--- src/rtl/dac_serial_tx.sv ---
// Serial transmitter feeding a 12-bit SPI-style DAC with a 16-bit SYNC_N-framed word.
// SCLK is divided from CLOCK and idles high. DIN changes on SCLK rising edges only.
module dac_serial_tx #(
    parameter int unsigned CLK_DIV    = 500,
    parameter logic [3:0]  CTRL_BITS  = 4'b0000,
    parameter int unsigned GAP_CYCLES = 4
) (
    input  logic        CLOCK,
    input  logic        RESET_N,
    input  logic [11:0] SAMPLE,
    input  logic        SAMPLE_VALID,
    output logic        SAMPLE_READY,
    output logic        DAC_SCLK,
    output logic        DAC_SYNC_N,
    output logic        DAC_DIN,
    output logic        BUSY,
    output logic        FRAME_DONE
);

    localparam int unsigned DIV_W   = (CLK_DIV > 1) ? $clog2(CLK_DIV) : 1;
    localparam int unsigned GAP_W   = (GAP_CYCLES > 1) ? $clog2(GAP_CYCLES) : 1;
    localparam int unsigned BIT_W   = 4;
    localparam int unsigned SHIFT_W = 15;

    localparam logic [DIV_W-1:0] DIV_LAST = DIV_W'(CLK_DIV - 1);
    localparam logic [GAP_W-1:0] GAP_LAST = GAP_W'(GAP_CYCLES - 1);
    localparam logic [BIT_W-1:0] BIT_TOP  = BIT_W'(15);

    typedef enum logic [1:0] {
        ST_IDLE  = 2'd0,
        ST_SHIFT = 2'd1,
        ST_GAP   = 2'd2
    } state_t;

    state_t state;
    state_t state_nxt;

    logic [DIV_W-1:0]   div_cnt;
    logic [DIV_W-1:0]   div_cnt_nxt;
    logic [BIT_W-1:0]   bit_cnt;
    logic [BIT_W-1:0]   bit_cnt_nxt;
    logic [GAP_W-1:0]   gap_cnt;
    logic [GAP_W-1:0]   gap_cnt_nxt;
    logic [SHIFT_W-1:0] shift_reg;
    logic [SHIFT_W-1:0] shift_nxt;

    logic sclk_nxt;
    logic sync_n_nxt;
    logic din_nxt;
    logic ready_nxt;
    logic busy_nxt;
    logic done_nxt;

    logic accept_c;
    logic div_tc_c;
    logic rise_c;
    logic last_rise_c;
    logic gap_end_c;

    // Frame-event decode shared by the next-state and output logic.
    assign accept_c    = (state == ST_IDLE) && SAMPLE_VALID && SAMPLE_READY;
    assign div_tc_c    = (div_cnt == DIV_LAST);
    assign rise_c      = (state == ST_SHIFT) && div_tc_c && !DAC_SCLK;
    assign last_rise_c = rise_c && (bit_cnt == '0);
    assign gap_end_c   = (state == ST_GAP) && (gap_cnt == GAP_LAST);

    // State register.
    always_ff @(posedge CLOCK or negedge RESET_N) begin
        if (!RESET_N) begin
            state <= ST_IDLE;
        end else begin
            state <= state_nxt;
        end
    end

    // Next-state logic.
    always_comb begin
        state_nxt = state;
        case (state)
            ST_IDLE:  if (accept_c)    state_nxt = ST_SHIFT;
            ST_SHIFT: if (last_rise_c) state_nxt = ST_GAP;
            ST_GAP:   if (gap_end_c)   state_nxt = ST_IDLE;
            default:                   state_nxt = ST_IDLE;
        endcase
    end

    // Output and datapath next values; every output is registered below.
    always_comb begin
        sclk_nxt    = DAC_SCLK;
        sync_n_nxt  = DAC_SYNC_N;
        din_nxt     = DAC_DIN;
        ready_nxt   = SAMPLE_READY;
        busy_nxt    = BUSY;
        done_nxt    = 1'b0;
        shift_nxt   = shift_reg;
        bit_cnt_nxt = bit_cnt;
        div_cnt_nxt = div_cnt;
        gap_cnt_nxt = gap_cnt;
        case (state)
            ST_IDLE: begin
                ready_nxt = 1'b1;
                if (accept_c) begin
                    shift_nxt   = {CTRL_BITS[2:0], SAMPLE};
                    din_nxt     = CTRL_BITS[3];
                    ready_nxt   = 1'b0;
                    busy_nxt    = 1'b1;
                    sync_n_nxt  = 1'b0;
                    sclk_nxt    = 1'b1;
                    bit_cnt_nxt = BIT_TOP;
                    div_cnt_nxt = '0;
                end
            end
            ST_SHIFT: begin
                div_cnt_nxt = div_tc_c ? '0 : div_cnt + DIV_W'(1);
                if (div_tc_c) begin
                    sclk_nxt = ~DAC_SCLK;
                end
                // Falling edges only let the DAC sample; all data movement happens on rising edges.
                if (rise_c) begin
                    if (bit_cnt != '0) begin
                        bit_cnt_nxt = bit_cnt - BIT_W'(1);
                        din_nxt     = shift_reg[SHIFT_W-1];
                        shift_nxt   = {shift_reg[SHIFT_W-2:0], 1'b0};
                    end else begin
                        sync_n_nxt  = 1'b1;
                        din_nxt     = 1'b0;
                        done_nxt    = 1'b1;
                        gap_cnt_nxt = '0;
                    end
                end
            end
            ST_GAP: begin
                if (gap_end_c) begin
                    busy_nxt  = 1'b0;
                    ready_nxt = 1'b1;
                end else begin
                    gap_cnt_nxt = gap_cnt + GAP_W'(1);
                end
            end
            default: begin
                ready_nxt = 1'b0;
            end
        endcase
    end

    // Output and datapath registers; reset aborts any frame in flight.
    always_ff @(posedge CLOCK or negedge RESET_N) begin
        if (!RESET_N) begin
            DAC_SCLK     <= 1'b1;
            DAC_SYNC_N   <= 1'b1;
            DAC_DIN      <= 1'b0;
            SAMPLE_READY <= 1'b0;
            BUSY         <= 1'b0;
            FRAME_DONE   <= 1'b0;
            shift_reg    <= '0;
            bit_cnt      <= '0;
            div_cnt      <= '0;
            gap_cnt      <= '0;
        end else begin
            DAC_SCLK     <= sclk_nxt;
            DAC_SYNC_N   <= sync_n_nxt;
            DAC_DIN      <= din_nxt;
            SAMPLE_READY <= ready_nxt;
            BUSY         <= busy_nxt;
            FRAME_DONE   <= done_nxt;
            shift_reg    <= shift_nxt;
            bit_cnt      <= bit_cnt_nxt;
            div_cnt      <= div_cnt_nxt;
            gap_cnt      <= gap_cnt_nxt;
        end
    end

endmodule

--- config.mk ---
export PLATFORM = sky130hd
export DESIGN_NAME = dac_serial_tx
export DESIGN_NICKNAME = d
export VERILOG_FILES = /design/src/rtl/dac_serial_tx.sv
export SDC_FILE = /design/constraint.sdc
export NUM_CORES = 1
export LEC_CHECK = 0
export ABC_AREA = 1
export CORE_MARGIN = 2
export CORE_UTILIZATION = 60
export DETAILED_ROUTE_END_ITERATION = 8
export PLACE_DENSITY = 0.84
export SETUP_SLACK_MARGIN = 0.5
export SYNTH_ARGS = -nofsm -noshare
export SYNTH_HDL_FRONTEND = slang
export SYNTH_SLANG_ARGS = --single-unit
--- constraint.sdc ---
create_clock -name CLOCK -period 2.65 [get_ports CLOCK]
set_input_delay 0.53 -clock CLOCK [delete_from_list [all_inputs] [get_ports CLOCK]]
set_output_delay 0.53 -clock CLOCK [all_outputs]
set_load 0.03 [all_outputs]
==> Word level (Yosys, flattened, before mapping) <==
Index checks and enable logic that the tools add are counted.
{ "word_totals": {"regBits": 38, "word_cells": 87, "inputBits": 15, "output_inout_bits": 6} }
{ "classes": {"n_eq_ne": 12, "n_bitwise": 2, "n_addsub": 3, "n_reduce_logical": 22, "muxes": 37} }
{ "ops": {"columns": ["operator", "n"], "rows": [
  ["15-bit 2-to-1 mux", 3],
  ["15-bit one-hot mux with 2 select lines", 1],
  ["9-bit 2-to-1 mux", 2],
  ["9-bit one-hot mux with 2 select lines", 1],
  ["2-bit inequality test (second input constant)", 7],
  ["1-bit 2-to-1 mux", 13],
  ["2-bit 2-to-1 mux", 6],
  ["4-bit 2-to-1 mux", 3],
  ["3-bit AND reduction", 4],
  ["4-bit AND reduction", 3],
  ["9-bit by 1-bit adder with 9-bit output (second input constant)", 1],
  ["9-bit equality test (second input constant)", 1],
  ["1-bit one-hot mux with 2 select lines", 4],
  ["4-bit one-hot mux with 2 select lines", 1],
  ["1-bit logical AND", 6],
  ["2-bit one-hot mux with 3 select lines", 1],
  ["2-bit nonzero test", 3],
  ["2-bit equality test (second input constant)", 2],
  ["4-bit logical NOT", 1],
  ["2-bit one-hot mux with 2 select lines", 1],
  ["2-bit AND reduction", 2],
  ["4-bit nonzero test", 1],
  ["4-bit by 1-bit subtractor with 4-bit output (second input constant)", 1],
  ["1-bit one-hot mux with 3 select lines", 1],
  ["6 further kinds", 7]
]} }

==> Depth between registers and ports, before layout <==
{ "depth": {"ltp_word": 6, "ltp_mapped": 8, "ltp_nobuf": 8} }

==> Least setup slack after synthesis <==
OpenSTA, ideal clock, no wires.
{ "synth_path": {"path_type": "flip-flop to flip-flop", "start": "register div_cnt[0]", "end": "register bit_cnt[3]", "stages_incl_launch_ff": 9, "t_required_ns": 2.534, "path_buffers": 2, "path_slack_ns": 1.260, "arrival_time_ns": 1.273, "period_less_slack_ns": 1.390, "setup_time_ns": 0.116, "path_cell_list": "dfrtp_1 -> ha_1 -> nand2_1 -> nor2_4 -> nand4_4 -> buf_6 -> buf_12 -> nand3_2 -> nand2_1"} }
{ "synth_between": {"elab_chain_cells": 5} }
{ "synth_lines": {"columns": ["item", "line_no", "rtl"], "rows": [
  ["from (decl)", "38", "logic [DIV_W-1:0] div_cnt;"],
  ["from (signal assigned)", "168", "div_cnt <= div_cnt_nxt;"],
  ["9-bit equality test", "62", "assign div_tc_c = (div_cnt == DIV_LAST);"],
  ["1-bit logical AND (2 in a row)", "63", "assign rise_c = (state == ST_SHIFT) && div_tc_c && !DAC_SCLK;"],
  ["2-bit inequality test (no source line)", null, null],
  ["4-bit AND reduction (no source line)", null, null],
  ["to (signal assigned)", "167", "bit_cnt <= bit_cnt_nxt;"],
  ["to (decl)", "40", "logic [BIT_W-1:0] bit_cnt;"]
]} }
No other way between the ends.
A chain may end at the register's enable or synchronous reset.

==> Worst setup path in the final report <==
{ "layout_path": {"start": "register DAC_SYNC_N", "end": "output port DAC_SYNC_N"} }
{ "layout_lines": {"columns": ["item", "line_no", "rtl"], "rows": [
  ["from (decl)", "14", "output logic DAC_SYNC_N,"],
  ["from (signal assigned)", "161", "DAC_SYNC_N <= sync_n_nxt;"]
]} }
No word-level cell between the ends.

==> metrics.txt <==
Final Cycle Share=78.7%; Post-Synth Adder-Cell Area=2.43%; DR DRC count=0; first drt pass iteration count=5; synthesized area per cell=7.95 sq um; final setup violation count=0; mean routed wirelength per cell=12.7 microns; Pleak=1.23 nW; number of global-route vias before repair=1754; WP data required=2.12 ns; switch share=21.0%; hold crit path type=in -> async; mux contribution to synthesized area=0%; Reg power frac=57.8%; max reg flops=15; effective utilization at floorplan=62.2%; Layout Area Growth over Synthesis=12.9%; Vias/cell=5.21; Slew headroom=44.9%; TritonCTS clock tree=yes; # port buffers=20; Arrival @ worst endpoint=1.56 ns; largest net degree at the start of global routing=39; Mapped Area=2060 sq um; main combinational cell family by area after synthesis=simple AND/OR/NAND/NOR gates; FMAX=479 MHz; WL final=4.15 mm; Gate power share=3.0%; Final Max Tran Viols=0; final HPWL from detailed placement=2.76 mm; ANT nets after route=0; post-CTS setup buffer count=0; Die Ht=62.6 microns; post-synthesis simple-gate area fraction=38.5%; #FFs+latches synth=38; share of layout cells above drive strength 1=12.8%; RD Place Congestion=0.823; Internal Pwr Total=0.792 mW; Clock Skews=0.0103 ns; CTS clk-pin slew, worst paths=0.12 ns; post-synth cell types=26; final hold vios=0; CP max FO=2; Die X-Extent=62.6 microns; post-synthesis cell count=259; CP peak stage delay=0.66 ns; critical path class=reg -> out; initial antenna violation count=0; Peak supply drop=0.514 mV; Yosys warnings=0; Rows=21; synthesized net count=278; Vias=1705; metal2 WL=1.99 mm; first-pass GRT wire length=7.51 mm; # clock sinks=38; CP max stage cell=clkdlybuf4s50_1; Max-Cap Viols=0; CTS Root Cell=clkbuf_4; status=finished clean; TNS Setup=0 ns; Worst Path Buf+Inv=1; Clk network pwr share=39.1%; sequential area share after synthesis=46.3%; Post-Synth XOR/XNOR Area=1.70%; final core occ=70.2%; Clk Latency, worst-skew pair=0.35 ns; area of the multi-input gates=945 sq um; Critical Path, Cell by Cell=clkdlybuf4s50_1; die area=3920 sq um; highest routed layer=met4; Tmin final=2.09 ns; Filler cells=290; CTS Buf Count=5; total grt overflow=0; crit start category=flop; Net Switching=0.210 mW; register area=953 sq um; Slew @ Worst Pin=0.826 ns; Synth Area in Compound Gates=3.22%; Detailed Route Iter0 Violations=86; # diodes=0; RSZ-0062 raised after global routing=false; routed wl met3=217 microns; M1 WL=1.86 mm; Core Area=3310 sq um; GRT Overall Usage=24.1%; Pwr Density=431 nW/um^2; H-tree depth=2; CP top delay family=buffers and inverters; I/O pins=21; CTS Buffer Depth=2; nets=299; Crit. End Element=output pin
## cell usage in the layout (no fill, tap or decap), types with 4 or more instances in the layout
cell,count
clkbuf_4,5
clkdlybuf4s50_1,18
dfrtp_1,36
ha_1,4
inv_1,17
inv_2,5
nand2_1,115
nand3_1,21
nand3_2,10
nor2_1,14
o21ai_0,4
## Yosys cell counts, drive strengths merged
master,n,area (sq um)
a21oi,3,15.0
buf,8,78.8
dfrtp,36,901
dfstp,2,52.6
ha,4,50.1
inv,22,82.6
nand2,119,462
nand3,31,205
nand4,3,33.8
nor2,17,86.3
o21ai,5,25.0
o22ai,3,18.8
o31ai,1,7.51
or2,1,6.26
xnor2,2,17.5
xor2,2,17.5
## final cells by class
type	count	share of cell area, %
Sequential cell	38	41.0
Multi-Input combinational cell	191	40.6
Timing Repair Buffer	22	8.99
Inverter	22	3.55
Tap cell	46	2.48
Clock inverter	3	1.72
Clock buffer	5	1.61
## worst paths after layout
| check | slack [ns] | start | to | depth (start not counted) |
|---|---|---|---|---|
| worst max-delay path | 0.56 | DAC_SYNC_N$_DFFE_PN1P_ | DAC_SYNC_N | 1 |
| worst min-delay path | 0.26 | RESET_N | div_cnt[1]$_DFFE_PN0P_ | 1 |
| worst max register to register | 0.84 | div_cnt[0]$_DFFE_PN0P_ | shift_reg[9]$_DFFE_PN0P_ | 7 |
| worst min register to register | 0.49 | DAC_SYNC_N$_DFFE_PN1P_ | DAC_SYNC_N$_DFFE_PN1P_ | 2 |
| max in group asynchronous | 1.86 | RESET_N | shift_reg[10]$_DFFE_PN0P_ | 1 |
| min in group CLOCK | 0.49 | DAC_SYNC_N$_DFFE_PN1P_ | DAC_SYNC_N$_DFFE_PN1P_ | 2 |
## per-layer routing
metal  track usage, %  up-vias
met5                0        -
li1                 -      851
met2             40.1       41
met1             30.0      803
met4             10.6        0
met3             5.77       10
## power by group through the flow
stage / Clock, mW / Combinational, mW / Sequential [mW]
detailed placement: 0 / 0.0312 / 0.591
CTS: 0.397 / 0.0313 / 0.580
global route: 0.420 / 0.0351 / 0.580
finish: 0.392 / 0.0305 / 0.580
global placement: 0 / 0.0314 / 0.591
floorplan: 0 / 0.0000215 / 0.591
## cells by family (layout without fill, tap and decap cells)
kind of cell / after synthesis / in the layout
AND/OR/NAND/NOR: 171 / 171
flip-flops: 38 / 38
buffers and inverters: 30 / 52
AO/OA/AOI/OAI: 12 / 12
adder cells (fa/ha/maj): 4 / 4
XOR/XNOR: 4 / 4
## through the flow
step | setup slack [ns] | instances | total power [mW] | hold WS [ns] | area (sq um)
6_report | 0.564 | 327 | 1.00 | 0.264 | 2320
5_1_grt | 0.529 | 327 | 1.04 | 0.334 | 2320
4_1_cts | 0.552 | 327 | 1.01 | 0.278 | 2320
3_5_place_dp | 0.837 | 319 | 0.622 | 0.464 | 2250
3_3_place_gp | 0.857 | 319 | 0.622 | 0.462 | 2250
2_1_floorplan | 1.26 | 259 | 0.591 | 0.234 | 2060
## what timing repair did
item | CTS | global route
gates resized for setup | 1 | 0
hold buffers | 0 | 0
endpoints found under the setup margin | 1 | 0
Power figures use the tool's default switching activity.
